### config.mk
export PLATFORM = sky130hd
export DESIGN_NAME = cpu_program_loader
export DESIGN_NICKNAME = d
export VERILOG_FILES = /design/src/rtl/cpu_loader_pkg.sv /design/src/rtl/cpu_program_loader_byte_deserializer.sv /design/src/rtl/cpu_program_loader.sv
export SDC_FILE = /design/constraint.sdc
export NUM_CORES = 1
export LEC_CHECK = 0
export CORE_MARGIN = 4
export CORE_UTILIZATION = 50
export DETAILED_ROUTE_END_ITERATION = 12
export PLACE_DENSITY = 0.79
export SYNTH_ARGS = -nofsm -noshare
export SYNTH_HDL_FRONTEND = slang
export SYNTH_HIERARCHICAL = 1
export SYNTH_SLANG_ARGS = --single-unit
export TNS_END_PERCENT = 20
### constraint.sdc
create_clock -name clk -period 12.23 [get_ports clk]
set_input_delay 1.223 -clock clk [delete_from_list [all_inputs] [get_ports clk]]
set_output_delay 1.223 -clock clk [all_outputs]
set_load 0.03 [all_outputs]
### src/rtl/cpu_loader_pkg.sv
// Shared definitions for the byte-stream program loader: FSM states and frame field sizes.
package cpu_loader_pkg;

    typedef enum logic [2:0] {
        ST_IDLE,
        ST_I_CNT,
        ST_I_DATA,
        ST_D_CNT,
        ST_D_DATA,
        ST_DRAIN,
        ST_RUN,
        ST_ERROR
    } state_t;

    localparam int COUNT_BYTES         = 2;
    localparam int IMEM_BYTES_PER_WORD = 4;
    localparam int DMEM_BYTES_PER_WORD = 8;

endpackage

### src/rtl/cpu_program_loader_byte_deserializer.sv
// Little-endian byte-to-word assembler; o_word is combinational and already includes the
// byte being accepted, so o_word_valid and o_word are usable in the same cycle.
module byte_deserializer #(
    parameter int WORD_BYTES = 8
) (
    input  logic                          i_clk,
    input  logic                          i_rst_n,
    input  logic                          i_clr,
    input  logic                          i_en,
    input  logic [7:0]                    i_byte,
    input  logic [$clog2(WORD_BYTES)-1:0] i_last_idx,
    output logic                          o_word_valid,
    output logic [WORD_BYTES*8-1:0]       o_word
);

    localparam int IDX_W = $clog2(WORD_BYTES);

    logic [IDX_W-1:0]        r_idx;
    logic [WORD_BYTES*8-1:0] r_buf;

    // Lower bytes were captured earlier in this word; bytes above the index are don't-care.
    always_comb begin
        o_word = r_buf;
        o_word[{r_idx, 3'b000} +: 8] = i_byte;
        o_word_valid = i_en && (r_idx == i_last_idx);
    end

    always_ff @(posedge i_clk) begin
        if (!i_rst_n || i_clr) begin
            r_idx <= '0;
        end else if (i_en) begin
            r_idx <= o_word_valid ? '0 : r_idx + 1'b1;
        end
    end

    always_ff @(posedge i_clk) begin
        if (i_en) begin
            r_buf[{r_idx, 3'b000} +: 8] <= i_byte;
        end
    end

endmodule

### src/rtl/cpu_program_loader.sv
// Boot loader: parses an N/imem-words, M/dmem-words frame from a byte stream, writes both
// memories through their external ports, then enables the cpu.
module cpu_program_loader
    import cpu_loader_pkg::*;
#(
    parameter int IMEM_WORDS = 128,
    parameter int DMEM_WORDS = 128
) (
    input  logic        clk,
    input  logic        arst_n,
    input  logic        start,
    input  logic        abort,
    input  logic [7:0]  in_data,
    input  logic        in_valid,
    output logic        in_ready,
    output logic [63:0] addr_ext,
    output logic        wen_ext,
    output logic        ren_ext,
    output logic [31:0] wdata_ext,
    output logic [63:0] addr_ext_2,
    output logic        wen_ext_2,
    output logic        ren_ext_2,
    output logic [63:0] wdata_ext_2,
    output logic        cpu_enable,
    output logic        busy,
    output logic        error
);

    state_t      r_state;
    state_t      w_next;
    logic        r_cnt_idx;
    logic [7:0]  r_cnt_lo;
    logic [15:0] r_count;
    logic [15:0] r_word_idx;

    logic        r_wen_ext;
    logic [63:0] r_addr_ext;
    logic [31:0] r_wdata_ext;
    logic        r_wen_ext_2;
    logic [63:0] r_addr_ext_2;
    logic [63:0] r_wdata_ext_2;

    logic        w_hs;
    logic        w_cnt_phase;
    logic        w_data_phase;
    logic        w_cnt_done;
    logic [15:0] w_count_val;
    logic        w_last_word;
    logic        w_des_en;
    logic        w_word_valid;
    logic [63:0] w_word;
    logic [2:0]  w_last_idx;

    assign w_hs         = in_valid && in_ready;
    assign w_cnt_phase  = (r_state == ST_I_CNT) || (r_state == ST_D_CNT);
    assign w_data_phase = (r_state == ST_I_DATA) || (r_state == ST_D_DATA);
    assign w_count_val  = {in_data, r_cnt_lo};
    assign w_cnt_done   = w_hs && w_cnt_phase && (r_cnt_idx == 1'(COUNT_BYTES - 1));
    assign w_last_word  = (r_word_idx == r_count - 16'd1);
    assign w_des_en     = w_hs && w_data_phase && !abort;
    assign w_last_idx   = (r_state == ST_I_DATA) ? 3'(IMEM_BYTES_PER_WORD - 1)
                                                 : 3'(DMEM_BYTES_PER_WORD - 1);

    // One 8-byte assembler serves both phases; imem words terminate after 4 bytes.
    byte_deserializer #(
        .WORD_BYTES(DMEM_BYTES_PER_WORD)
    ) u_deser (
        .i_clk       (clk),
        .i_rst_n     (arst_n),
        .i_clr       (abort),
        .i_en        (w_des_en),
        .i_byte      (in_data),
        .i_last_idx  (w_last_idx),
        .o_word_valid(w_word_valid),
        .o_word      (w_word)
    );

    always_ff @(posedge clk) begin
        if (!arst_n) begin
            r_state <= ST_IDLE;
        end else begin
            r_state <= w_next;
        end
    end

    always_comb begin
        w_next     = r_state;
        in_ready   = 1'b0;
        busy       = 1'b0;
        cpu_enable = 1'b0;
        error      = 1'b0;
        case (r_state)
            ST_IDLE: begin
                if (start) w_next = ST_I_CNT;
            end
            ST_I_CNT: begin
                in_ready = 1'b1;
                busy     = 1'b1;
                if (w_cnt_done) begin
                    if (w_count_val > 16'(IMEM_WORDS)) w_next = ST_ERROR;
                    else if (w_count_val == 16'd0)     w_next = ST_D_CNT;
                    else                               w_next = ST_I_DATA;
                end
            end
            ST_I_DATA: begin
                in_ready = 1'b1;
                busy     = 1'b1;
                if (w_word_valid && w_last_word) w_next = ST_D_CNT;
            end
            ST_D_CNT: begin
                in_ready = 1'b1;
                busy     = 1'b1;
                if (w_cnt_done) begin
                    if (w_count_val > 16'(DMEM_WORDS)) w_next = ST_ERROR;
                    else if (w_count_val == 16'd0)     w_next = ST_DRAIN;
                    else                               w_next = ST_D_DATA;
                end
            end
            ST_D_DATA: begin
                in_ready = 1'b1;
                busy     = 1'b1;
                if (w_word_valid && w_last_word) w_next = ST_DRAIN;
            end
            ST_DRAIN: begin
                busy   = 1'b1;
                w_next = ST_RUN;
            end
            ST_RUN: begin
                cpu_enable = 1'b1;
            end
            ST_ERROR: begin
                error = 1'b1;
            end
            default: begin
                w_next = ST_IDLE;
            end
        endcase
        if (abort) w_next = ST_IDLE;
    end

    always_ff @(posedge clk) begin
        if (!arst_n || abort) begin
            r_cnt_idx <= 1'b0;
            r_cnt_lo  <= '0;
            r_count   <= '0;
        end else if (w_hs && w_cnt_phase) begin
            if (w_cnt_done) begin
                r_cnt_idx <= 1'b0;
                r_count   <= w_count_val;
            end else begin
                r_cnt_idx <= r_cnt_idx + 1'b1;
                r_cnt_lo  <= in_data;
            end
        end
    end

    always_ff @(posedge clk) begin
        if (!arst_n || abort || w_cnt_done) begin
            r_word_idx <= '0;
        end else if (w_word_valid) begin
            r_word_idx <= w_last_word ? 16'd0 : r_word_idx + 16'd1;
        end
    end

    // Write port stage: strobe, address and word land one cycle after the final byte.
    always_ff @(posedge clk) begin
        if (!arst_n || abort) begin
            r_wen_ext     <= 1'b0;
            r_addr_ext    <= '0;
            r_wdata_ext   <= '0;
            r_wen_ext_2   <= 1'b0;
            r_addr_ext_2  <= '0;
            r_wdata_ext_2 <= '0;
        end else begin
            r_wen_ext   <= 1'b0;
            r_wen_ext_2 <= 1'b0;
            if (w_word_valid) begin
                if (r_state == ST_I_DATA) begin
                    r_wen_ext   <= 1'b1;
                    r_addr_ext  <= {46'd0, r_word_idx, 2'b00};
                    r_wdata_ext <= w_word[31:0];
                end else begin
                    r_wen_ext_2   <= 1'b1;
                    r_addr_ext_2  <= {45'd0, r_word_idx, 3'b000};
                    r_wdata_ext_2 <= w_word;
                end
            end
        end
    end

    assign wen_ext     = r_wen_ext;
    assign addr_ext    = r_addr_ext;
    assign wdata_ext   = r_wdata_ext;
    assign wen_ext_2   = r_wen_ext_2;
    assign addr_ext_2  = r_addr_ext_2;
    assign wdata_ext_2 = r_wdata_ext_2;
    assign ren_ext     = 1'b0;
    assign ren_ext_2   = 1'b0;

endmodule

==> impl_metrics.csv <==
group,metric,value,unit
synth,synthFlopType,"dfxtp_1",
detailed_routing,avgRoutedWirePerCell,16.4,um
cts,cts-root-buf,"clkbuf_16",
global_route,grt_pass1_wl,41300,um
worst_setup_path,path_class,"input port to register",
synth,synth_compound_area_frac,0.0901,
synth,synthesis.area,11000,sq um
detailed_routing,detail_route.vias_per_cell,5.22,
cts,clkSlewWorstSetupHoldPaths,60,ps
worst_setup_path,crit_required,12660,ps
worst_hold_path,min_path_type,"register to register",
timing,fmax,0.231,GHz
run,max-cap-violations,0,
power_and_ir_drop,power.density,124,nW/um^2
detailed_routing,num_vias,8365,
timing,setup_viol,0,
place,place_hpwl,17400,um
finish,design_area,13000,sq um
synth,synthSimpleGateAreaFrac,0.195,
finish,synthToLayoutAreaGrowth,18.4,%
worst_setup_path,critPathLaunchType,"input port",
timing,min_period,4340,ps
detailed_routing,drc,0,
place,portBuffers,146,
floorplanning,die_h,156,um
finish,final_cell_mix,"nand2_1, dfxtp_1, a21oi_1",
cts,cts_resized,0,
global_route,grt_use_total,0.205,
detailed_routing,drtIter0Drc,533,
synth,synth_warnings,6,
timing,tns,0,ps
cts,cts_tree,"done",
synth,synth-edff-count,64,
finish,nNetsFinal,1330,
synth,ys_ff_latch,241,
timing,tightestPinTransition,1090,ps
finish,nFillCells,1790,
floorplanning,floorplan.rows,53,
cts,htreeDepth,1,
timing,rsz0062_at_grt,"no",
cts,ctsHoldBuffers,0,
place,place_congestion,0.849,
detailed_routing,antenna_left,0,
timing,slew_violations,0,
global_route,grt_pass1_vias,7991,
finish,final_common_cell,"nand2_1",
synth,ys_seq_area_frac,0.498,
floorplanning,ios,245,
synth,ys_types,57,
outcome,status,"complete, no violations",
synth,ys_async_sr_fraction,0,
worst_setup_path,startpoint,"abort",
synth,synth_top_family_by_area,"simple AND/OR/NAND/NOR gates",
synth,synth_xor_area_frac,0.0327,
synth,synthCells,1195,
global_route,grt_max_degree,101,
timing,timing.final.crit_share,0.354,
floorplanning,die_w,156,um
global_route,antenna_found_initial,0,
detailed_routing,firstDrtPassIters,5,
timing,max-slew-margin-rel,0.273,
global_route,overflow,0,
worst_setup_path,cp-end-kind,"register",
worst_setup_path,worstPathArrival,4770,ps
place,dpl_cell_area,12200,sq um
floorplanning,start_util,0.515,
timing,finClkSkew,16.0,ps
worst_hold_path,hp-start,"addr_ext_2[7]",
cts,cts_buffers,25,
synth,synthMuxAreaShare,0.0740,
finish,antenna_cells,0,
floorplanning,die_area,24400,sq um
worst_setup_path,cp_max_fo,72,
cts,postCtsSetupBuffers,0,
finish,drive_gt1_frac,0.0920,
cts,clock_latency,520,ps
floorplanning,core-area,21300,sq um
worst_setup_path,timing.rr.start,"r_state[1]",
cts,clk_path_buf_depth,3,
detailed_routing,wirelength,26200,um
synth,avgSynthCellArea,9.18,sq um
cts,clock_sinks,241,
timing,finalHoldViolations,0,
power_and_ir_drop,peakVddDrop,107,uV
power_and_ir_drop,power_leakage,4.56,nW
synth,synthAdderAreaFrac,0.0103,
path summary, 6_finish.rpt:
kind	endpoint	cells after the start	slack, ps
max	wdata_ext_2[58]	9	7890
min	addr_ext_2[7]	2	450
max reg2reg	wdata_ext_2[58]	9	8200
min reg2reg	addr_ext_2[7]	2	450
synthesized netlist by cell type (2+ instances only):
cell / n / area, sq um
conb_1: 2 / 7.51
xor2_1: 21 / 184
nand3_1: 3 / 15.0
a21oi_1: 165 / 826
a31oi_1: 2 / 12.5
o311ai_0: 2 / 17.5
and2_1: 3 / 18.8
buf_1: 4 / 15.0
clkbuf_1: 58 / 218
o21ai_0: 6 / 30.0
xnor2_1: 20 / 175
ha_1: 9 / 113
nor4_1: 7 / 43.8
edfxtp_1: 64 / 1920
nor3b_4: 3 / 56.3
buf_6: 5 / 56.3
mux2_2: 33 / 372
inv_1: 15 / 56.3
and3_1: 7 / 43.8
nor3_1: 25 / 125
nor4b_1: 2 / 17.5
buf_4: 98 / 736
o211ai_1: 3 / 22.5
nand2b_1: 17 / 106
mux2i_1: 8 / 80.1
nand3b_4: 3 / 60.1
dfxtp_1: 177 / 3540
nor2b_1: 2 / 12.5
nand2_1: 327 / 1230
mux2_4: 24 / 360
nand4_1: 8 / 50.1
nand3b_1: 2 / 15.0
or3_1: 3 / 18.8
nor2_1: 44 / 165
per-stage QoR:
step	worst slack, ps	hold WS (ps)	power [mW]	util	std cells
floorplan	2060	445	0.909	-	1294
global route	7600	468	1.66	0.610	1601
global placement	7570	442	0.894	0.574	1556
finish	7890	451	1.61	0.610	1601
CTS	7970	454	1.62	0.610	1601
detailed placement	7450	446	0.895	0.574	1556
routing by layer:
metal  global-route usage  share of wire  routed length [um]  vias to the layer above
li1                     -              -                   -                     4031
met1                0.272           0.42               11100                     3940
met2                0.342           0.48               12500                      344
met3               0.0358          0.073                1910                       50
met4               0.0649          0.029                 763                        0
met5                    0              0                   0                        -
sequential cells by signal (all words and copies together), names as in the netlist:
signal and cells:
wdata_ext 32, wen_ext_2 1, r_cnt_idx 1, r_count 16, wen_ext 1, r_word_idx 16, u_deser/r_buf 64, addr_ext_2 16
r_cnt_lo 8, r_state 3, addr_ext 16, wdata_ext_2 64, u_deser/r_idx 3
worst max-delay path: stages:
cell and delay (ps):
clkdlybuf4s50_1 450, nor4b_2 280, buf_4 710, and2_1 380
inv_1 240, a21oi_4 350, buf_4 650, nand2_1 150
a21oi_1 170
area by class of cell:
type | instances | area (sq um) | share of cell area
Sequential cell | 241 | 5470 | 0.421
Multi-Input combinational cell | 873 | 4840 | 0.372
Timing Repair Buffer | 152 | 1510 | 0.116
Clock buffer | 38 | 716 | 0.0551
Tap cell | 275 | 344 | 0.0265
Clock inverter | 7 | 67.6 | 0.00520
Inverter | 15 | 56.3 | 0.00433
where the power goes:
group / total (mW) / leakage, nW / switching [mW] / internal, mW
combinational: 0.0632 / 2.18 / 0.0564 / 0.00681
sequential: 0.815 / 2.00 / 0.000523 / 0.815
clock: 0.729 / 0.382 / 0.304 / 0.425
total: 1.61 / 4.56 / 0.361 / 1.25
logic make-up after synthesis:
| kind of cell | Yosys count |
|---|---|
| flip-flops | 241 |
| buffers and inverters | 180 |
| AND/OR/NAND/NOR | 470 |
| multiplexers | 65 |
| XOR/XNOR | 41 |
| adder cells (fa/ha/maj) | 9 |
| AO/OA/AOI/OAI | 187 |
| other | 2 |
No activity file was read; power rests on OpenSTA's default activity.
